### src/rtl/game_pkg.sv
// -----------------------------------------------------------------------------
// game_pkg
// Shared encodings for the game FSMD and its downstream consumers.
//
// Contents:
//   RES_*        2-bit result code. Used for the round result `m`, the game
//                result {pa1,pa0} and the tournament `champion`.
//   sb_state_t   match_scoreboard state codes (visible on `fsm_state`).
//   leader()     champion code for a finished tournament decided on count.
// -----------------------------------------------------------------------------
package game_pkg;

  localparam logic [1:0] RES_NONE = 2'b00;
  localparam logic [1:0] RES_P1   = 2'b01;
  localparam logic [1:0] RES_P2   = 2'b10;
  localparam logic [1:0] RES_DRAW = 2'b11;

  typedef enum logic [1:0] {
    ST_IDLE       = 2'b00,
    ST_PLAY       = 2'b01,
    ST_GAME_OVER  = 2'b10,
    ST_TOURN_OVER = 2'b11
  } sb_state_t;

  // Result of a tournament that ran out of games: the player with more won
  // games, or a tie when the counts are equal.
  function automatic logic [1:0] leader(input logic [2:0] wins_p1,
                                        input logic [2:0] wins_p2);
    if (wins_p1 > wins_p2)      return RES_P1;
    else if (wins_p2 > wins_p1) return RES_P2;
    else                        return RES_DRAW;
  endfunction

endpackage

### src/rtl/sat_counter.sv
// -----------------------------------------------------------------------------
// sat_counter
// Up-counter that sticks at its all-ones value instead of wrapping.
//
// Parameters:
//   W      counter width in bits
// Ports:
//   clk    system clock, rising edge
//   rst_n  synchronous active-low reset, clears the count
//   clr    synchronous clear, wins over inc
//   inc    count up by one unless already saturated
//   cnt    current count (registered)
// -----------------------------------------------------------------------------
module sat_counter #(
  parameter int W = 4
) (
  input  logic         clk,
  input  logic         rst_n,
  input  logic         clr,
  input  logic         inc,
  output logic [W-1:0] cnt
);

  localparam logic [W-1:0] CNT_MAX = '1;

  // NOTE: state registers are written only with non-blocking assignments so
  // every flop samples the pre-edge value of every other flop.
  always_ff @(posedge clk) begin
    if (!rst_n) begin
      cnt <= '0;
    end else if (clr) begin
      cnt <= '0;
    end else if (inc && (cnt != CNT_MAX)) begin
      cnt <= cnt + 1'b1;
    end
  end

endmodule

### src/rtl/match_scoreboard.sv
// -----------------------------------------------------------------------------
// match_scoreboard
// Consumes the game FSMD's per-round result and end-of-game flags, tallies the
// rounds of the current game, counts games over a tournament, and names the
// tournament champion.
//
// Parameters:
//   GAMES_TO_WIN  won games that end the tournament (1..7)
//   MAX_GAMES     games played, draws included, that force the end (1..7)
//
// Ports:
//   clk           system clock, rising edge
//   rst_n         synchronous active-low reset
//   i             new-game start (also initialises the FSMD)
//   new_tourn     clear the tournament and return to IDLE
//   m             round result: 00 none, 01 P1, 10 P2, 11 draw
//   pa1, pa0      game result {pa1,pa0}: 00 running, 01 P1, 10 P2, 11 draw
//   cnt_p1        rounds won by P1 in the current game (saturating)
//   cnt_p2        rounds won by P2 in the current game (saturating)
//   cnt_draw      drawn rounds in the current game (saturating)
//   games_p1      games won by P1 in the tournament
//   games_p2      games won by P2 in the tournament
//   games_played  games finished, draws included
//   game_done     one-cycle pulse the cycle after a game ends
//   last_game     result of the last finished game
//   tourn_over    high while the tournament is over
//   champion      01 P1, 10 P2, 11 tie, 00 undecided
//   fsm_state     current state code
//
// All outputs come straight from flops.
// -----------------------------------------------------------------------------
module match_scoreboard
  import game_pkg::*;
#(
  parameter int GAMES_TO_WIN = 3,
  parameter int MAX_GAMES    = 5
) (
  input  logic       clk,
  input  logic       rst_n,
  input  logic       i,
  input  logic       new_tourn,
  input  logic [1:0] m,
  input  logic       pa1,
  input  logic       pa0,
  output logic [3:0] cnt_p1,
  output logic [3:0] cnt_p2,
  output logic [3:0] cnt_draw,
  output logic [2:0] games_p1,
  output logic [2:0] games_p2,
  output logic [2:0] games_played,
  output logic       game_done,
  output logic [1:0] last_game,
  output logic       tourn_over,
  output logic [1:0] champion,
  output logic [1:0] fsm_state
);

  localparam logic [2:0] WIN_LIMIT  = 3'(GAMES_TO_WIN);
  localparam logic [2:0] GAME_LIMIT = 3'(MAX_GAMES);

  // ---------------------------------------------------------------------------
  // Registers
  // ---------------------------------------------------------------------------
  sb_state_t  state_q;
  logic [1:0] pa_prev_q;
  logic [2:0] games_p1_q;
  logic [2:0] games_p2_q;
  logic [2:0] games_played_q;
  logic [1:0] last_game_q;
  logic [1:0] champion_q;
  logic       game_done_q;

  logic [1:0] pa;
  assign pa = {pa1, pa0};

  // ---------------------------------------------------------------------------
  // Round tallies
  // ---------------------------------------------------------------------------
  // Rounds are only scored in PLAY and only when nothing of higher priority
  // (tournament clear, game restart) claims the cycle.
  logic round_en;
  logic clr_rounds;

  assign round_en   = (state_q == ST_PLAY) && !new_tourn && !i;
  // `i` clears the round tallies from every state except TOURN_OVER, where
  // the final game stays on display until a new tournament.
  assign clr_rounds = new_tourn || (i && (state_q != ST_TOURN_OVER));

  sat_counter #(.W(4)) u_cnt_p1 (
    .clk   (clk),
    .rst_n (rst_n),
    .clr   (clr_rounds),
    .inc   (round_en && (m == RES_P1)),
    .cnt   (cnt_p1)
  );

  sat_counter #(.W(4)) u_cnt_p2 (
    .clk   (clk),
    .rst_n (rst_n),
    .clr   (clr_rounds),
    .inc   (round_en && (m == RES_P2)),
    .cnt   (cnt_p2)
  );

  sat_counter #(.W(4)) u_cnt_draw (
    .clk   (clk),
    .rst_n (rst_n),
    .clr   (clr_rounds),
    .inc   (round_en && (m == RES_DRAW)),
    .cnt   (cnt_draw)
  );

  // ---------------------------------------------------------------------------
  // Game end detection and tournament decision
  // ---------------------------------------------------------------------------
  // A game ends on the rising edge of a non-zero {pa1,pa0}. Comparing with the
  // previous cycle keeps a held result from being counted again.
  logic game_end;
  assign game_end = round_en && (pa != RES_NONE) && (pa_prev_q == RES_NONE);

  logic [2:0] games_p1_d;
  logic [2:0] games_p2_d;
  logic [2:0] games_played_d;
  sb_state_t  end_state_d;
  logic [1:0] champion_d;

  // NOTE: every signal assigned in this block gets a value on every path
  // (defaults first), so it synthesises to gates and never to a latch.
  always_comb begin
    games_p1_d     = games_p1_q + 3'(pa == RES_P1);
    games_p2_d     = games_p2_q + 3'(pa == RES_P2);
    games_played_d = games_played_q + 3'd1;
    end_state_d    = ST_GAME_OVER;
    champion_d     = champion_q;

    // Decided on the counts as they will stand after this game.
    if (games_p1_d == WIN_LIMIT) begin
      end_state_d = ST_TOURN_OVER;
      champion_d  = RES_P1;
    end else if (games_p2_d == WIN_LIMIT) begin
      end_state_d = ST_TOURN_OVER;
      champion_d  = RES_P2;
    end else if (games_played_d == GAME_LIMIT) begin
      end_state_d = ST_TOURN_OVER;
      champion_d  = leader(games_p1_d, games_p2_d);
    end
  end

  // ---------------------------------------------------------------------------
  // Control FSM with registered outputs
  // ---------------------------------------------------------------------------
  always_ff @(posedge clk) begin
    if (!rst_n) begin
      state_q        <= ST_IDLE;
      pa_prev_q      <= RES_NONE;
      games_p1_q     <= '0;
      games_p2_q     <= '0;
      games_played_q <= '0;
      last_game_q    <= RES_NONE;
      champion_q     <= RES_NONE;
      game_done_q    <= 1'b0;
    end else begin
      // Edge detector history runs in every state so a result already
      // present when PLAY is entered is seen as held, not as a new edge.
      pa_prev_q   <= pa;
      game_done_q <= 1'b0;

      if (new_tourn) begin
        state_q        <= ST_IDLE;
        games_p1_q     <= '0;
        games_p2_q     <= '0;
        games_played_q <= '0;
        last_game_q    <= RES_NONE;
        champion_q     <= RES_NONE;
      end else begin
        unique case (state_q)
          ST_IDLE: begin
            if (i) state_q <= ST_PLAY;
          end

          ST_PLAY: begin
            // `i` here restarts the game in place; game_end is already
            // masked by it, so only the tally clear happens.
            if (game_end) begin
              game_done_q    <= 1'b1;
              last_game_q    <= pa;
              games_p1_q     <= games_p1_d;
              games_p2_q     <= games_p2_d;
              games_played_q <= games_played_d;
              champion_q     <= champion_d;
              state_q        <= end_state_d;
            end
          end

          ST_GAME_OVER: begin
            if (i) state_q <= ST_PLAY;
          end

          ST_TOURN_OVER: begin
            // Terminal until new_tourn or reset.
          end

          default: state_q <= ST_IDLE;
        endcase
      end
    end
  end

  // ---------------------------------------------------------------------------
  // Outputs
  // ---------------------------------------------------------------------------
  assign games_p1     = games_p1_q;
  assign games_p2     = games_p2_q;
  assign games_played = games_played_q;
  assign game_done    = game_done_q;
  assign last_game    = last_game_q;
  assign champion     = champion_q;
  assign fsm_state    = state_q;
  assign tourn_over   = (state_q == ST_TOURN_OVER);

endmodule

### config.mk
export PLATFORM = sky130hd
export DESIGN_NAME = match_scoreboard
export DESIGN_NICKNAME = d
export VERILOG_FILES = /design/src/rtl/game_pkg.sv /design/src/rtl/sat_counter.sv /design/src/rtl/match_scoreboard.sv
export SDC_FILE = /design/constraint.sdc
export NUM_CORES = 1
export LEC_CHECK = 0
export BUFFER_PORTS_ARGS = -buffer_cell sky130_fd_sc_hd__buf_4
export CAP_MARGIN = 20
export CORE_MARGIN = 2
export CORE_UTILIZATION = 52
export CTS_CLUSTER_DIAMETER = 80
export CTS_CLUSTER_SIZE = 30
export DETAILED_ROUTE_END_ITERATION = 7
export GPL_TIMING_DRIVEN = 0
export PLACE_DENSITY = 0.79
export SETUP_SLACK_MARGIN = 0.15
export SLEW_MARGIN = 15
export SYNTH_ARGS = -nofsm -noshare
export SYNTH_HDL_FRONTEND = slang
export SYNTH_SLANG_ARGS = --single-unit
### constraint.sdc
create_clock -name clk -period 3.2 [get_ports clk]
set_input_delay 0.32 -clock clk [delete_from_list [all_inputs] [get_ports clk]]
set_output_delay 0.32 -clock clk [all_outputs]
set_load 0.02 [all_outputs]
==> Yosys cells after proc, flatten, opt, wreduce, memory -nomap -nowiden <==
Cells that the tools add are included.
{ "classes": {"n_addsub": 6, "n_lt_le_gt_ge": 2, "eq_ne": 17, "muxes": 12, "bitwise_logic": 2, "reduce_logical": 26} }
{ "op_table": {"columns": ["op", "count"], "rows": [
  ["4-bit by 1-bit adder with 4-bit output (second input constant)", 3],
  ["2-bit two-way mux", 6],
  ["4-bit != test (second input constant)", 3],
  ["1-bit logical AND", 11],
  ["2-bit equality test (second input constant)", 5],
  ["3-bit by 1-bit adder with 3-bit output", 2],
  ["2-bit by 1-bit equality test with 1-bit output (second input constant)", 3],
  ["3-bit by 2-bit equality test with 1-bit output (second input constant)", 2],
  ["3-bit > comparator", 2],
  ["3-bit AND reduction", 2],
  ["2-bit OR reduction", 3],
  ["1-bit two-way mux", 5],
  ["2-bit zero test", 2],
  ["2-bit != test (second input constant)", 2],
  ["2-bit one-hot mux with 2 select lines", 1],
  ["2-bit nonzero test", 2],
  ["3-bit by 1-bit adder with 3-bit output (second input constant)", 1],
  ["3-bit equality test (second input constant)", 1],
  ["3-bit nonzero test", 1],
  ["3-bit OR reduction", 1],
  ["1-bit zero test", 2],
  ["2-bit by 1-bit != test with 1-bit output (second input constant)", 1],
  ["1-bit inverter", 2],
  ["2-bit AND reduction", 1],
  ["1-bit logical OR", 1]
]} }
{ "word_totals": {"ff_bits": 30, "inputBits": 8, "out_inout_bits": 29, "elab_cells": 76} }

==> Logic depth before layout (Yosys ltp) <==
Gate-level depths: netlist (run 1).
{ "logic_depth": {"depth_word": 8, "ltp_mapped": 10, "depth_no_buf": 10} }

==> Hierarchy <==
From an unflattened synthesis (run 1), not the netlist that was laid out.
{ "unflattened": {"cells_unflattened": 173, "hier_area_um2": 1556.5} }
{ "by_module_without_submodules": {"columns": ["module", "instances", "cells_each", "area_each_um2", "seq_area_each_um2"], "rows": [
  ["match_scoreboard", 1, 110, 982.2, 360.3],
  ["sat_counter", 3, 21, 191.4, 80.1]
]} }

==> Worst setup path before layout (run 1) <==
Ideal clock, no wire load.
{ "synth_timing": {"path_kind": "input to register", "from": "in pa1", "to": "reg champion_q[1], in the netlist champion[1]", "setup_time_ps": 125, "t_arrival_ps": 1749, "t_required_ps": 3075, "path_slack_ps": 1327, "cell_stages": 9, "n_path_buf": 0, "path_cell_list": "nor2b_1 > ha_1 > ha_1 > xnor2_1 > inv_1 > ha_1 > a211oi_1 > o22ai_1 > nor2b_1"} }
{ "synth_between": {"elab_chain_len": 7, "elab_cells_between_ends": 16, "classes_between": "add/sub (2); order compare (1); eq/ne (4); mux (4); reduce/logical (5)"} }
{ "synth_lines": {"columns": ["item", "line", "rtl"], "rows": [
  ["start, declared", "match_scoreboard.sv:43", "input logic pa1,"],
  ["2-bit equality test (*)", "match_scoreboard.sv:131", "games_p2_d = games_p2_q + 3'(pa == RES_P2);"],
  ["3-bit by 1-bit adder with 3-bit output (*)", "match_scoreboard.sv:131", null],
  ["named net games_p2_d[2]", "match_scoreboard.sv:122", "logic [2:0] games_p2_d;"],
  ["3-bit > comparator", "game_pkg.sv:29", "if (wins_p1 > wins_p2) return RES_P1;"],
  ["2-bit two-way mux", "game_pkg.sv:29", null],
  ["2-bit two-way mux", "match_scoreboard.sv:143", "end else if (games_played_d == GAME_LIMIT) begin"],
  ["2-bit two-way mux", "match_scoreboard.sv:140", "end else if (games_p2_d == WIN_LIMIT) begin"],
  ["2-bit two-way mux", "match_scoreboard.sv:137", "if (games_p1_d == WIN_LIMIT) begin"],
  ["end signal, assigned", "match_scoreboard.sv:190", "champion_q <= champion_d;"],
  ["end, declared", "match_scoreboard.sv:70", "logic [1:0] champion_q;"]
]} }
The timed path passes the listed nets; every way through them passes the cells marked *. The select of a mux whose other input is x is not followed.
A chain may end at the register's enable or synchronous reset.

==> Worst setup path in the final report (run 1) <==
{ "layout_timing": {"from": "reg games_p2_q[0], in the netlist games_p2[0]", "to": "reg champion_q[1], in the netlist champion[1]"} }
{ "layout_between": {"elab_chain_len": 6, "elab_cells_between_ends": 9, "classes_between": "add/sub (1); order compare (1); eq/ne (1); mux (4); reduce/logical (2)"} }
{ "layout_lines": {"columns": ["item", "line", "rtl"], "rows": [
  ["start, declared", "match_scoreboard.sv:67", "logic [2:0] games_p2_q;"],
  ["start signal, assigned", "match_scoreboard.sv:188", "games_p2_q <= games_p2_d;"],
  ["3-bit by 1-bit adder with 3-bit output (*)", "match_scoreboard.sv:131", null],
  ["named net games_p2_d[2]", "match_scoreboard.sv:122", null],
  ["3-bit > comparator", "game_pkg.sv:29", null],
  ["2-bit two-way mux", "game_pkg.sv:29", null],
  ["2-bit two-way mux", "match_scoreboard.sv:143", null],
  ["2-bit two-way mux", "match_scoreboard.sv:140", null],
  ["2-bit two-way mux", "match_scoreboard.sv:137", null]
]} }
Marked as above.

==> results.md, run 1 <==
Critical path:
- STA classifies the critical path startpoint as a flip-flop.
- The category of the critical setup timing path is flip-flop to flip-flop.
- For the worst setup path, the data required time is 3.42 ns.
- Counting stages on the worst path, the most repeated cell is ha_1.
- The worst setup path is captured at a flip-flop.
- The setup slack on the worst flop-to-flop path is 1.18 ns.
- The slowest stage of the critical path belongs to the cell dfxtp_1.
- Walking the worst path, the cells encountered are ha_1, ha_1, xnor2_1, inv_1, ha_1, a211oi_1, o22ai_1, nor2b_1.
- The largest stage delay on the critical path is 0.34 ns.
- For the worst setup path, the data arrival time is 2.23 ns.
- Along the worst path, the maximum fanout reaches 3.
- The worst register-to-register path has a depth of 8.

CTS:
- The number of buffers created by CTS is 5.
- The tree is rooted in a clkbuf_4.
- TritonCTS built the clock tree.
- The latest clock arrival within the worst-skew pair is 0.34 ns.
- The clock tree synthesis step divided the H-tree into 2 levels.
- The post-CTS setup buffer count is 0.
- In this run the deepest clock path goes through 2 buffers.
- Clock-pin slew was measured on the worst setup and hold paths at 0.09 ns.
- The number of hold buffers added after CTS was 0.
- The clock drives 30 sinks.
- The quantity of gates resized following cts is 0.

Logic synthesis:
- The mapped netlist covers 0.00144 sq mm.
- Synthesis produced 162 cells.
- The part of the Yosys area used for sequential elements is 41.7%.
- The async set-reset flop share out of synthesis is 0%.
- The number of storage elements in the synthesis netlist is 30.
- In this run, distinct cell masters in the synthesized netlist total 34.
- The average cell area after synthesis is 8.88 sq um.
- The number of enable flip-flop cells after synthesis is 0.
- The number of nets in the synthesized netlist is 181.
- Among all flip-flop cells after synthesis, the most frequent one is dfxtp_1.
- The synthesis warning total is 0.

STA:
- The number of hold violations in the final report is 0.
- For the pin with the worst max-slew slack, the measured transition is 0.476 ns.
- Setup repair after global routing left no endpoint under its margin.
- Based on the critical path, the design can be clocked at up to 496 MHz.
- The final-layout setup total negative slack is 0 ns.
- The final-report setup violation count is 0.
- The shortest period the worst path allows is 2.02 ns.
- The worst clock skew on the final layout is 0.00815 ns.
- The worst-case headroom to the max-slew limit is 68.2%.
- In the finished design, the share of the clock period the worst path needs comes to 63.0%.
- The worst setup margin is 1.18 ns.
- The max-slew violation count came to 0.

Pwr:
- The maximum resistive drop on vdd is 0.294 mV.
- Dividing total power by cell area gives a power density of 397 mW/mm^2.
- The overall power of the completed layout is 0.000726 W.
- The analysis attributes to cell leakage a power of 0.797 nW.

Die:
- Measured along the x axis, the die boundary spans 56.6 um.
- The initial core utilization is 53.6%.
- In this run the core area contains 19 standard-cell rows.
- The overall die height is 56.6 um.
- The die covers 0.00320 sq mm.
- The area of the core region is 0.00269 sq mm.
- The number of top-level design ports is 37.

Placement:
- Timing analysis after detailed placement gives a worst setup slack of 0.997 ns.
- The routability congestion estimate is 0.794.
- Once placement finished, the instance area stood at 0.00175 sq mm.
- The number of buffers added on ports is 36.
- The HPWL after detailed placement is 2270 um.

Final layout:
- From synthesis to final layout, the design area changed by 27.1%.
- For this run, the post-layout net count is 224.
- The number of antenna cells inserted is 0.
- Cells with a size suffix above 1 make up 24.4% of the layout.
- The total of fill cells in the finished design is 213.
- Leaving out fill and tap cells, the most frequent cell in the layout is buf_4.
- Leaving out fill and tap cells, the most frequent cells in the layout are 37 x buf_4, 30 x dfxtp_1, 21 x nand2_1.
- Summing all non-filler instances in the final layout gives an area of 0.00183 sq mm.
- Measured on the finished design, the core utilization comes to 68.1%.

GRT:
- The first global-routing pass estimated 4910 um of wire.
- The peak-usage layer in the global routing report is met2.
- The global-route congestion overflow total is 0.
- The met1 track demand over resource in global routing is 24.5%.
- The number of global-route vias before repair is 1121.
- The initial antenna violation count is 0.
- Global routing consumed, on the met3 layer, 6.68% of the routing resources.
- Entering global routing, the biggest net connects 11 pins.
- For met2 alone, demand over resource in global routing was 31.7%.
- The overall routing resource usage is 19.9%.

Detailed routing:
- The number of search-and-repair iterations in the first detailed-routing pass is 4.
- For this block, the routed nets add up to 2980 um of wire.
- After detailed routing, the average wire length per cell comes to 12.6 um.
- For this run, design rule violations remaining after detail routing come to 0.
- The per-cell via count in the routed design is 5.14.
- The number of nets still failing antenna checks after routing is 0.
- The DRC violation total after the first TritonRoute iteration is 34.
- The via count is 1213.

Min path:
- The path category of the worst min-delay check is input pin to flip-flop.
- The cell count of the worst hold path is 2.

Flow run:
- The max-capacitance violation count is 0.

Outcome:
- The flow ran to the end, and the final reports show no timing, DRC or antenna violations.
## worst paths after layout
check	startpoint	end
min reg2reg	last_game[1]	last_game[1]
max	games_p2[0]	champion[1]
min	rst_n	pa_prev_q[1]
max reg2reg	games_p2[0]	champion[1]
## area by class of cell
cell class              count  area, sq um  share of cell area, %
clock buffers               6         51.3                   2.80
repair buffers             36          270                   14.8
inverters                   8         30.0                   1.64
multi-input cells         118          779                   42.6
plain buffers               6         28.8                   1.57
flip-flops and latches     30          601                   32.8
well taps                  31         38.8                   2.12
clock inverters             1         30.0                   1.64
## logic make-up after synthesis
family          count (synthesis)  share of synthesized area, %
fa+ha+maj                      11                          9.57
flops                          30                          41.7
buf+inv                        14                          4.09
mux                             3                          2.09
xor+xnor                       15                          9.13
simple gates                   65                          22.6
compound gates                 24                          10.8
## Yosys cell counts (all sizes together), types with 4 or more instances
library cell	number	area (sq um)
nand2	21	78.8
nand3	5	25.0
a21oi	11	55.1
inv	8	30.0
ha	11	138
xnor2	6	52.6
nor2b	4	25.0
dfxtp	30	601
xor2	9	78.8
nor2	20	75.1
## critical path, delay by kind of cell (launching register included)
kind                       cells  cell delay (ns)
AOI/OAI and AO/OA              2             0.45
xor gates and xnor gates       1             0.21
and+or+nand+nor                1             0.14
buffers and inverters          1             0.07
adders and majority gates      3             0.72
DFF                            1             0.34
## routing by layer
metal,share of wire (%),up-vias
li1,-,633
met1,45,542
met2,47,31
met3,6.0,7
met4,1.7,0
met5,0,-
## flip-flops by register name, summed over array words and instances (netlist names), 2 cells and up
signal / flops
u_cnt_draw.cnt: 4
champion: 2
last_game: 2
games_played: 3
u_cnt_p2.cnt: 4
pa_prev_q: 2
games_p1: 3
games_p2: 3
fsm_state: 2
u_cnt_p1.cnt: 4
## report_power, final
group / switching, W / total (W) / internal [W] / leakage (nW)
Combinational: 0.0000222 / 0.0000401 / 0.0000179 / 0.510
Sequential: 0.00000120 / 0.000376 / 0.000375 / 0.242
Clock: 0.000127 / 0.000309 / 0.000182 / 0.0443
Total: 0.000151 / 0.000726 / 0.000575 / 0.797
## metrics by stage
step	hold slack, ns	instances
floorplan	0.442	162
global placement	0.449	229
detailed placement	0.468	229
CTS	0.196	236
global route	0.202	236
finish	0.207	236
(Power assumes the default switching activity.)
==> inputs of run 2 (changes only) <==
CORE_UTILIZATION = 51   (was 52)
PLACE_DENSITY = 0.77   (was 0.79)
clock period = 1.9 ns   (was 3.2 ns; I/O delays follow)
==> run 2 against run 1 <==
Global-route usage is 0.096 points higher. Largest cell class unchanged. Flip-flop and latch count unchanged. Power increased by 71%. Critical path type unchanged. Worst hold slack lost 0.11 ns.
==> results.md, run 2 (same netlist as run 1, synthesis figures left out) <==
CTS:
- The number of buffers between clock root and the deepest sink is 2 (unchanged).
- The level count of the clock H-tree came to 2 (unchanged).
- TritonCTS built the clock tree.
- The clock slew at the register clock pins of the worst setup and hold paths was 0.09 ns (about the same).
- The number of hold buffers added after cts is 0 (unchanged).
- CTS placed an instance of clkbuf_4 at the clock tree root.
- The number of buffers created by CTS is 5 (unchanged).
- The latest clock arrival within the worst-skew pair is 0.33 ns (about the same).
- The total clock sinks came to 30 (unchanged).

STA:
- The final worst-path cycle share came to 91.8% (+29 points).
- The number of hold violations in the final report is 0 (unchanged).
- The worst-case headroom to the max-slew limit is 71.0% (+2.8 points).
- The slew at the pin with the worst max-slew slack is 0.436 ns (-0.0403 ns).
- The worst setup margin is 0.156 ns (-1.03 ns).
- The highest clock rate is 573 MHz (+16%).
- The shortest period the worst path allows is 1.74 ns (-0.272 ns).
- Setup repair after global routing could not meet its margin everywhere.
- The worst clock skew on the final layout is 0.00372 ns (-0.00442 ns).
- The final-report setup violation count is 0 (unchanged).
- The max-slew violation count came to 0 (unchanged).

Placement:
- The number of buffers added on ports is 36 (unchanged).
- The number of instances in the placed design is 229 (unchanged).
- The worst setup timing slack at the placement stage was -0.0676 ns (-1.06 ns).
- The placed wire-length estimate was 2260 um (-0.52%).
- The routability congestion estimate was 0.806 (+1.5%).

Pwr:
- The power density of the placed cells is 617 mW/mm^2 (+56%).
- The part of the total power dissipated in combinational logic is 6.6% (+1.1 points).
- The maximum resistive drop on vdd is 0.630 mV (+110%).
- The share of power burned in the clock network is 42.4% (-0.2 points).
- The switching part of the total came to 21.4% (+0.63 points).
- The part of the power in registers is 51.1% (-0.8 points).
- The switching power summed over all nets was 0.000265 W (+76%).
- The leakage power figure is 0.821 nW (+3.1%).
- The cell-internal power is 0.000974 W (+69%).

Critical path:
- The critical path in this run is classified as flip-flop to flip-flop.
- The worst endpoint data arrival time came to 1.96 ns (-0.27 ns).
- The critical path launch point type is a flip-flop.
- The largest driver fanout on the critical path is 3 (unchanged).
- The required time reported for the critical path endpoint is 2.11 ns (-1.31 ns).
- The worst reg-to-reg path cell count is 8 (unchanged).
- The end of the worst register-to-register path is champion[1].
- The setup slack on the worst flop-to-flop path was 0.16 ns (-1.03 ns).
- The sort of element at the end of the critical path is a flip-flop.
- In this run the critical register-to-register path is launched from games_p2[0].

Die:
- The floorplan die area was 0.00326 sq mm (+1.8%).
- The number of top-level design ports is 37 (unchanged).
- The area of the core region is 0.00271 sq mm (+0.88%).
- The die width is 57.1 um (+0.90%).
- The site row count is 19 (unchanged).
- The overall die height is 57.1 um (+0.90%).
- The initial core utilization is 53.1% (-0.47 points).

GRT:
- The largest net degree at the start of global routing is 11 (unchanged).
- The initial antenna violation count is 0 (unchanged).
- The wire length of the first global-routing pass is 5030 um (+2.4%).
- The met3 demand-to-capacity share in global routing was 5.22% (-1.5 points).
- The overall routing resource usage is 20.0% (+0.096 points).
- The global-route congestion overflow total was 0 (unchanged).
- The met1 track demand over resource in global routing was 25.7% (+1.2 points).
- The layer flagged by global routing as most heavily used is met2.
- The number of global-route vias before repair was 1166 (+4.0%).
- The met2 track utilization from global routing is 31.2% (-0.53 points).

Flow run:
- The max-capacitance violation count was 0 (unchanged).

Detailed routing:
- The average routed wire per standard cell is 13.9 um (+9.8%).
- The wire length reported by the detailed router is 3310 um (+11%).
- The per-cell via count in the routed design is 5.32 (+3.5%).
- The DRC violation total after the first TritonRoute iteration is 41 (+21%).
- The number of nets still failing antenna checks after routing is 0 (unchanged).
- The total DRC errors in the routed layout came to 0 (unchanged).
- The via count is 1271 (+4.8%).
- The number of search-and-repair iterations in the first detailed-routing pass is 6 (+2).

Min path:
- The path with the worst hold slack has its endpoint at pa_prev_q[1].
- The tightest min-delay check is of the input pin to flip-flop type.
- The cell count of the worst hold path is 2 (unchanged).
- The start point of the worst hold path is rst_n.

Final layout:
- In the layout the commonest cells are 40 x buf_4, 28 x dfxtp_1, 21 x nand2_1.
- The proportion of layout cells with a drive suffix above 1 is 33.7% (+9.3 points).
- The number of antenna cells inserted is 0 (unchanged).
- The post-layout net count was 227 (+1.3%).
- The post-synthesis to final-layout area growth is 39.6%.
- The total of fill cells in the finished design was 204 (-4.2%).
- The final non-filler cell total is 239 (+1.3%).
- The most common cell after layout, fill and taps aside is buf_4.
- In the final layout, the registers with the most flip-flops are u_cnt_draw.cnt x4, u_cnt_p1.cnt x4, u_cnt_p2.cnt x4.

Outcome:
- The run finished with clean final reports.
## run 2: cell count changes in the layout (fill, tap and decap cells not counted), sizes merged
cell / change
buf: +3
## run 2: metal layers
layer / vias to the layer above / part of all wire [%]
met2: 39 / 46
met1: 585 / 46
met3: 7 / 5.0
li1: 640 / -
met4: 0 / 2.1
met5: - / 0
## run 2: repair_timing
item	in CTS	in global routing
setup endpoints to repair	2	4
pin swaps	3	11
resized for setup	5	12
setup buffers	1	2
## run 2: stage by stage
stage	cell area [sq um]	setup TNS, ns	total power (W)	hold slack, ns	utilization [%]
2_1_floorplan	1480	0	0.000685	0.312	-
3_3_place_gp	1790	-0.0191	0.000712	0.429	65.9
3_5_place_dp	1790	-0.0899	0.000714	0.432	65.9
4_1_cts	1910	0	0.00124	0.0838	70.5
5_1_grt	2010	0	0.00128	0.0884	74.1
6_report	2010	0	0.00124	0.0953	74.1
## run 2: worst max-delay path, cell delays in order (launching register included)
cell and delay [ns]:
dfxtp_4 0.37, ha_4 0.16, ha_4 0.17, xnor2_4 0.14
buf_4 0.15, a32oi_4 0.21, nand3b_1 0.20, o22ai_1 0.10
nor2b_1 0.13
## run 2: how the worst max path moves through the flow
stage | from | endpoint | slack, ns | cells after the start
after floorplan | games_p1[0] | champion[0] | 0.16 | 7
after global placement | pa1 | champion[0] | -0.02 | 11
after global routing | games_p2[0] | champion[1] | 0.09 | 8
after CTS | games_p2[0] | champion[0] | 0.15 | 9
after detailed placement | pa1 | champion[0] | -0.07 | 11
final | games_p2[0] | champion[1] | 0.16 | 8
## run 2: power groups by stage
stage	registers (W)	logic, W	clock network, W
final	0.000633	0.0000813	0.000525
after global routing	0.000634	0.0000884	0.000559
after CTS	0.000633	0.0000719	0.000534
after detailed placement	0.000648	0.0000660	0
after global placement	0.000647	0.0000645	0
after floorplan	0.000649	0.0000357	0
## run 2: layout make-up
class / instances / area (sq um) / area share (%)
timing repair buffer: 39 / 293 / 14.6
clock buffer: 6 / 51.3 / 2.55
tap: 31 / 38.8 / 1.93
multi-input combinational: 118 / 931 / 46.4
inverter: 8 / 30.0 / 1.50
clock inverter: 1 / 30.0 / 1.50
buffer: 6 / 28.8 / 1.43
sequential: 30 / 606 / 30.2
